<file path="config.mk">
export PLATFORM = sky130hd
export DESIGN_NAME = rom_burst_reader_flat
export DESIGN_NICKNAME = d
export VERILOG_FILES = /design/src/rtl/rom_burst_reader_if.sv /design/src/rtl/rom_burst_reader.sv /design/src/flat_wrapper.sv
export SDC_FILE = /design/constraint.sdc
export NUM_CORES = 1
export LEC_CHECK = 0
export CAP_MARGIN = 20
export CORE_ASPECT_RATIO = 1.75
export CORE_MARGIN = 2
export CORE_UTILIZATION = 50
export CTS_BUF_LIST = sky130_fd_sc_hd__clkbuf_2
export DETAILED_ROUTE_END_ITERATION = 6
export GPL_ROUTABILITY_DRIVEN = 1
export PLACE_DENSITY = 0.81
export SYNTH_ARGS = -nofsm -noshare
export SYNTH_HDL_FRONTEND = slang
export SYNTH_SLANG_ARGS = --single-unit
</file>
<file path="constraint.sdc">
create_clock -name clk -period 2.95 [get_ports clk]
set_input_delay 0.295 -clock clk [delete_from_list [all_inputs] [get_ports clk]]
set_output_delay 0.295 -clock clk [all_outputs]
set_load 0.01 [all_outputs]
</file>
<file path="src/rtl/rom_burst_reader_if.sv">
// Bundles the command, ROM-side and stream-side signals of the burst reader.
// The reader drives the master modport; the ROM and consumer sit on the slave side.
interface rom_burst_reader_if #(
  parameter int ADDR_W = 4,
  parameter int DATA_W = 8
);
  logic              start;
  logic [ADDR_W-1:0] start_addr;
  logic [ADDR_W:0]   length;
  logic              busy;
  logic              done;
  logic              mem_en;
  logic [ADDR_W-1:0] mem_addr;
  logic [DATA_W-1:0] mem_data;
  logic [DATA_W-1:0] out_data;
  logic              out_valid;
  logic              out_ready;
  logic              out_last;

  modport master (
    input  start, start_addr, length, mem_data, out_ready,
    output busy, done, mem_en, mem_addr, out_data, out_valid, out_last
  );

  modport slave (
    output start, start_addr, length, mem_data, out_ready,
    input  busy, done, mem_en, mem_addr, out_data, out_valid, out_last
  );
endinterface

</file>
<file path="src/rtl/rom_burst_reader.sv">
// Burst read initiator for a synchronous single-port ROM with one-cycle latency.
// Reads are only issued when the 2-entry output FIFO is guaranteed to have room for the result.
module rom_burst_reader #(
  parameter int ADDR_W = 4,
  parameter int DATA_W = 8
) (
  input logic clk,
  input logic rst_n,
  rom_burst_reader_if.master bus
);

  typedef enum logic [1:0] {IDLE, READ, DRAIN, DONE} state_t;

  localparam logic [ADDR_W:0]   CNT_ONE  = 1;
  localparam logic [ADDR_W-1:0] ADDR_ONE = 1;

  state_t            state, state_next;
  logic [ADDR_W-1:0] rd_addr, last_addr;
  logic [ADDR_W:0]   len_q, issue_cnt, push_cnt;
  logic              inflight;
  logic [DATA_W-1:0] fifo_data [2];
  logic [1:0]        fifo_last;
  logic              rd_ptr, wr_ptr;
  logic [1:0]        occ;
  logic [2:0]        credit;
  logic              issue, push, pop;

  assign pop    = bus.out_valid & bus.out_ready;
  assign push   = inflight;
  // Words already owned (buffered or on their way) minus the one leaving this cycle.
  assign credit = {1'b0, occ} + {2'b0, inflight} - {2'b0, pop};
  assign issue  = (state == READ) && (issue_cnt != len_q) && (credit < 3'd2);

  assign bus.mem_en    = issue;
  assign bus.mem_addr  = issue ? rd_addr : last_addr;
  assign bus.busy      = (state == READ) || (state == DRAIN);
  assign bus.done      = (state == DONE);
  assign bus.out_valid = (occ != 2'd0);
  assign bus.out_data  = fifo_data[rd_ptr];
  assign bus.out_last  = fifo_last[rd_ptr] & bus.out_valid;

  always_ff @(posedge clk or negedge rst_n) begin
    if (!rst_n) state <= IDLE;
    else        state <= state_next;
  end

  always_comb begin
    state_next = state;
    case (state)
      IDLE: begin
        if (bus.start) state_next = (bus.length == '0) ? DONE : READ;
      end
      READ: begin
        if (issue && (issue_cnt + CNT_ONE == len_q)) state_next = DRAIN;
      end
      DRAIN: begin
        if (pop && bus.out_last) state_next = DONE;
      end
      DONE: state_next = IDLE;
      default: state_next = IDLE;
    endcase
  end

  // Address/count bookkeeping plus the FIFO that absorbs the ROM latency.
  always_ff @(posedge clk or negedge rst_n) begin
    if (!rst_n) begin
      rd_addr   <= '0;
      last_addr <= '0;
      len_q     <= '0;
      issue_cnt <= '0;
      push_cnt  <= '0;
      inflight  <= 1'b0;
      for (int i = 0; i < 2; i++) fifo_data[i] <= '0;
      fifo_last <= '0;
      rd_ptr    <= 1'b0;
      wr_ptr    <= 1'b0;
      occ       <= 2'd0;
    end else begin
      inflight <= issue;
      if (state == IDLE && bus.start && bus.length != '0) begin
        rd_addr   <= bus.start_addr;
        len_q     <= bus.length;
        issue_cnt <= '0;
        push_cnt  <= '0;
      end
      if (issue) begin
        last_addr <= rd_addr;
        rd_addr   <= rd_addr + ADDR_ONE;
        issue_cnt <= issue_cnt + CNT_ONE;
      end
      if (push) begin
        fifo_data[wr_ptr] <= bus.mem_data;
        fifo_last[wr_ptr] <= (push_cnt == len_q - CNT_ONE);
        wr_ptr            <= ~wr_ptr;
        push_cnt          <= push_cnt + CNT_ONE;
      end
      if (pop) rd_ptr <= ~rd_ptr;
      case ({push, pop})
        2'b10:   occ <= occ + 2'd1;
        2'b01:   occ <= occ - 2'd1;
        default: occ <= occ;
      endcase
    end
  end

endmodule

</file>
<file path="src/flat_wrapper.sv">
// flat-port wrapper written by rule: the top's interface ports become plain ports
module rom_burst_reader_flat 
#(
  parameter int ADDR_W = 4,
  parameter int DATA_W = 8
)
  (clk, rst_n, bus_start, bus_start_addr, bus_length, bus_mem_data, bus_out_ready, bus_busy, bus_done, bus_mem_en, bus_mem_addr, bus_out_data, bus_out_valid, bus_out_last);
  rom_burst_reader_if #(.ADDR_W(ADDR_W), .DATA_W(DATA_W)) bus_i ();
  input logic clk;
  input logic rst_n;
  input wire logic [$bits(bus_i.start)-1:0] bus_start;
  input wire logic [$bits(bus_i.start_addr)-1:0] bus_start_addr;
  input wire logic [$bits(bus_i.length)-1:0] bus_length;
  input wire logic [$bits(bus_i.mem_data)-1:0] bus_mem_data;
  input wire logic [$bits(bus_i.out_ready)-1:0] bus_out_ready;
  output wire logic [$bits(bus_i.busy)-1:0] bus_busy;
  output wire logic [$bits(bus_i.done)-1:0] bus_done;
  output wire logic [$bits(bus_i.mem_en)-1:0] bus_mem_en;
  output wire logic [$bits(bus_i.mem_addr)-1:0] bus_mem_addr;
  output wire logic [$bits(bus_i.out_data)-1:0] bus_out_data;
  output wire logic [$bits(bus_i.out_valid)-1:0] bus_out_valid;
  output wire logic [$bits(bus_i.out_last)-1:0] bus_out_last;
  assign bus_i.start = bus_start;
  assign bus_i.start_addr = bus_start_addr;
  assign bus_i.length = bus_length;
  assign bus_i.mem_data = bus_mem_data;
  assign bus_i.out_ready = bus_out_ready;
  assign bus_busy = bus_i.busy;
  assign bus_done = bus_i.done;
  assign bus_mem_en = bus_i.mem_en;
  assign bus_mem_addr = bus_i.mem_addr;
  assign bus_out_data = bus_i.out_data;
  assign bus_out_valid = bus_i.out_valid;
  assign bus_out_last = bus_i.out_last;
  rom_burst_reader #(.ADDR_W(ADDR_W), .DATA_W(DATA_W)) u_core (.clk(clk), .rst_n(rst_n), .bus(bus_i));
endmodule
</file>
==> results.md <==
Placement:
- The placed instances occupy a cell area of 2993 µm².
- Timing analysis after detailed placement gives a worst setup slack of -257.7 ps.
- The count of input and output buffers is 37.
- Summed over all nets, the half-perimeter wirelength after detailed placement is 3499 µm.
- The final weighted congestion in routability-driven placement is 0.7678.

Synthesis:
- The number of nets produced by synthesis is 265.
- For this run, asynchronously set or reset flops after synthesis account for 100.0%.
- The total standard cell area after synthesis is 2534 µm².
- The total of warnings raised by yosys is 0.
- The total of flip-flops plus latches after synthesis is 48.
- Yosys mapped a number of flops with a built-in enable equal to 0.
- The largest total area in the synthesized netlist belongs to sky130_fd_sc_hd__dfrtp_1.
- Ranked by instance count, the synthesized netlist is headed by 48 x sky130_fd_sc_hd__dfrtp_1, 24 x sky130_fd_sc_hd__mux2_2, 23 x sky130_fd_sc_hd__nand2_1.
- The dominant synthesized flop cell is sky130_fd_sc_hd__dfrtp_1.
- The unique cell type count in the Yosys netlist is 42.
- The share of synthesized area in the top cell type comes to 47.41%.
- The cell with the most instances after synthesis is sky130_fd_sc_hd__dfrtp_1.
- The mean post-synth cell area is 10.83 µm².
- The synthesized instance count is 234.
- Yosys attributes the largest share of cell area to sky130_fd_sc_hd__dfrtp_1 47%, sky130_fd_sc_hd__mux2_2 11%, sky130_fd_sc_hd__xor2_1 4.5%, sky130_fd_sc_hd__ha_1 4.4%, sky130_fd_sc_hd__xnor2_1 3.5%.
- Sequential elements use 47.41% of the synthesized area.

Critical path:
- The last element of the critical path is bus_mem_addr[3].
- Data arrives at the worst endpoint at 2720 ps.
- The signal on the critical path passes through xor2_1, nand2_1, fa_2, nand3_4, a31o_4, buf_6, buf_6, o21ai_2, buf_2.
- The launching point of the worst reg2reg path is u_core.inflight.
- The critical path is of the register to output pin type.
- The cell family contributing the most delay on the critical path is adder cells.
- The most numerous cell on the critical path is sky130_fd_sc_hd__buf_6.
- The cell with the biggest individual delay on the critical path is sky130_fd_sc_hd__fa_2.
- The critical path depth is 9.
- The worst setup path startpoint is u_core.inflight.
- The worst register-to-register path ends at u_core.state[0].
- In this run the worst path has a maximum fanout of 5.
- STA classifies the critical path startpoint as a register.
- The data required time at the worst endpoint is 2650 ps.
- The endpoint class of the critical path is an output pin.
- The longest individual stage delay on the worst path is 580 ps.
- Setup slack on the worst reg-to-reg path comes out at 0 ps.
- The buffer and inverter count on the worst path is 3.
- The worst register-to-register path has a depth of 11.

Pwr:
- Summed over all cells, the static leakage comes to 1.447 nW.
- In this run the power density over the cells is 1090 nW/µm².
- The maximum ir drop on the vdd rail is 693.7 µV.
- Overall power consumption after layout is estimated at 0.003497 W.

Route:
- The total via count in the routed design is 1907.
- After detailed routing, the average wire length per cell comes to 14.85 µm.
- Summed over all layers, the routed wires come to 5123 µm.
- For this run, the detailed router's first-pass iteration total came to 6.
- The initial detailed-routing violation count is 43.
- After detailed routing, the number of remaining DRC violations is 0.
- The count of nets left with antenna violations once routing finished came out at 0.
- The detail-routed via count per cell is 5.528.

Run status:
- The checks that failed: setup timing.
- The run finished, with violations left.

Die:
- The placeable core region is 4935 µm².
- The floorplan step defined a die boundary enclosing 5675 µm².
- The number of rows created at floorplan is 34.
- The y dimension of the die is 98.17 µm.
- During I/O placement, the number of pins put on the boundary was 38.
- Once the floorplan was initialized, standard cells occupied 51.34% of the core.
- The die outline width is 57.81 µm.

STA:
- The final-report setup violation count is 3.
- Based on the critical path, the design can be clocked at up to 331.7 MHz.
- Between clock sinks in the finished design, the worst skew comes to 21.63 ps.
- In the post-route analysis, the smallest setup slack over all paths is -64.81 ps.
- Setup repair after global routing could not meet its margin everywhere.
- The final count of hold timing violations came to 0.
- Summed over all failing endpoints, the final setup total negative slack is -118.4 ps.
- For the finished layout, the period the worst path requires is 3015 ps.
- The max-slew violation total from the final report is 0.
- The final critical path takes up 102.2% of the cycle.
- At the pin with the least slew margin, the transition time is 892.0 ps.
- The worst slew margin relative to its limit is 40.41%.

Global routing:
- The initial antenna violation count is 0.
- Entering global routing, the biggest net connects 49 pins.
- The wire length of the first global-routing pass is 8514 µm.
- The global-route usage over all layers is 19.08%.
- Summed over all layers, the global routing overflow is 0.
- The via count of the first global-routing pass was 1884.

CTS:
- The number of levels the H-tree was split into is 2.
- TritonCTS built the clock tree.
- The clock-pin slew on the worst setup and hold paths is 250 ps.
- The clock root buffer master is sky130_fd_sc_hd__clkbuf_2.
- The number of buffers created by CTS is 5.
- At the later pin of the worst-skew pair, clock insertion delay measures 440 ps.
- The maximum buffer depth of the clock tree is 2.
- The number of clock sinks is 48.

Cells and area:
- The number of nets in the layout is 321.
- Of the cells placed in the final design, the portion with a size suffix greater than 1 is 26.46%.
- The final antenna diode count is 0.
- After routing the design area is 3208 µm².
- The fill cell instance count of the final layout is 395.
- The area growth from synthesis to layout is 26.62%.
- Once layout is complete, the utilization of the core stands at 65.01%.

Worst hold path:
- The worst hold path belongs to the class primary input to async pin.

Run:
- The max-cap check violation count is 0.
kinds of logic (layout without fill, tap and decap cells):
family | after synthesis | in the layout | share of synthesized area [%]
simple gates | 65 | 65 | 12.20
flops | 48 | 48 | 47.41
mux | 35 | 35 | 15.31
compound gates | 31 | 31 | 7.852
xor+xnor | 24 | 24 | 8.593
buf+inv | 21 | 78 | 3.407
fa+ha+maj | 10 | 10 | 5.235
area by class of cell:
type | count | area (µm²) | share of cell area [%]
inverters | 12 | 45.04 | 1.404
multi-input cells | 165 | 1313 | 40.91
clock buffers | 6 | 30.03 | 0.9360
well taps | 54 | 67.56 | 2.106
clock inverters | 2 | 16.27 | 0.5070
flip-flops and latches | 48 | 1201 | 37.44
repair buffers | 58 | 535.5 | 16.69
worst min path at each step:
stage | startpoint | to | cells after the start
finish | rst_n | u_core.fifo_data[4] | 2
global route | rst_n | u_core.fifo_data[4] | 2
CTS | rst_n | u_core.fifo_data[12] | 1
detailed placement | u_core.last_addr[2] | u_core.last_addr[2] | 1
global placement | u_core.last_addr[2] | u_core.last_addr[2] | 1
floorplan | rst_n | u_core.fifo_data[0] | 0
report_power, final:
part	switching (W)	total [W]	internal (W)	leakage, nW
clock network	0.000216	0.000279	0.0000633	0.0292
logic	0.000870	0.00200	0.00113	0.829
registers	0.000267	0.00122	0.000950	0.589
total	0.00135	0.00350	0.00214	1.45
stage by stage:
stage                     hold WS (ps)  instances
final                            198.3        345
after CTS                        10.91        341
after global routing             167.2        345
after detailed placement         463.2        325
after global placement           463.9        325
after floorplan                -0.5911        234
layer usage:
metal  share of wire (%)  up-vias  global-route usage (%)
li1                    -      922                       -
met1                  39      931                   21.44
met2                  56       45                   34.18
met3                 3.3        9                   3.444
met4                 2.1        0                   8.050
met5                   0        -                       0
sequential cells by signal, indices dropped and copies added (netlist names):
| signal | cells |
|---|---|
| u_core.wr_ptr | 1 |
| u_core.occ | 2 |
| u_core.issue_cnt | 5 |
| u_core.last_addr | 4 |
| u_core.rd_ptr | 1 |
| u_core.len_q | 5 |
| u_core.push_cnt | 5 |
| u_core.rd_addr | 4 |
| u_core.fifo_data | 16 |
| u_core.fifo_last | 2 |
| u_core.inflight | 1 |
| u_core.state | 2 |
layout by cell type, fill, tap and decap left out, types with 10 or more instances in the layout:
master	count
sky130_fd_sc_hd__dfrtp_1	48
sky130_fd_sc_hd__clkdlybuf4s50_1	31
sky130_fd_sc_hd__mux2_2	24
sky130_fd_sc_hd__nand2_1	21
sky130_fd_sc_hd__buf_4	16
sky130_fd_sc_hd__xor2_1	13
sky130_fd_sc_hd__nor2_1	11
sky130_fd_sc_hd__nand3_1	11
sky130_fd_sc_hd__inv_1	10
sky130_fd_sc_hd__o21ai_1	10
timing repair:
item                                   in CTS  in global routing
hold buffers                                0                  1
gates resized for setup                    21                 18
setup endpoints to repair                   5                  7
buffers inserted                            8                  4
pin swaps                                   3                  8
endpoints found under the hold margin       0                 48
worst reg2reg max path, cell delays in order (launching register included):
cell and delay, ps:
sky130_fd_sc_hd__dfrtp_1 500, sky130_fd_sc_hd__xor2_1 240, sky130_fd_sc_hd__nand2_1 130, sky130_fd_sc_hd__fa_2 580, sky130_fd_sc_hd__nand3_4 90, sky130_fd_sc_hd__buf_6 120, sky130_fd_sc_hd__buf_4 110, sky130_fd_sc_hd__buf_4 120
sky130_fd_sc_hd__or4_4 430, sky130_fd_sc_hd__o21ai_4 160, sky130_fd_sc_hd__nand2_1 70, sky130_fd_sc_hd__o32a_1 320
Power figures use the tool's default switching activity.
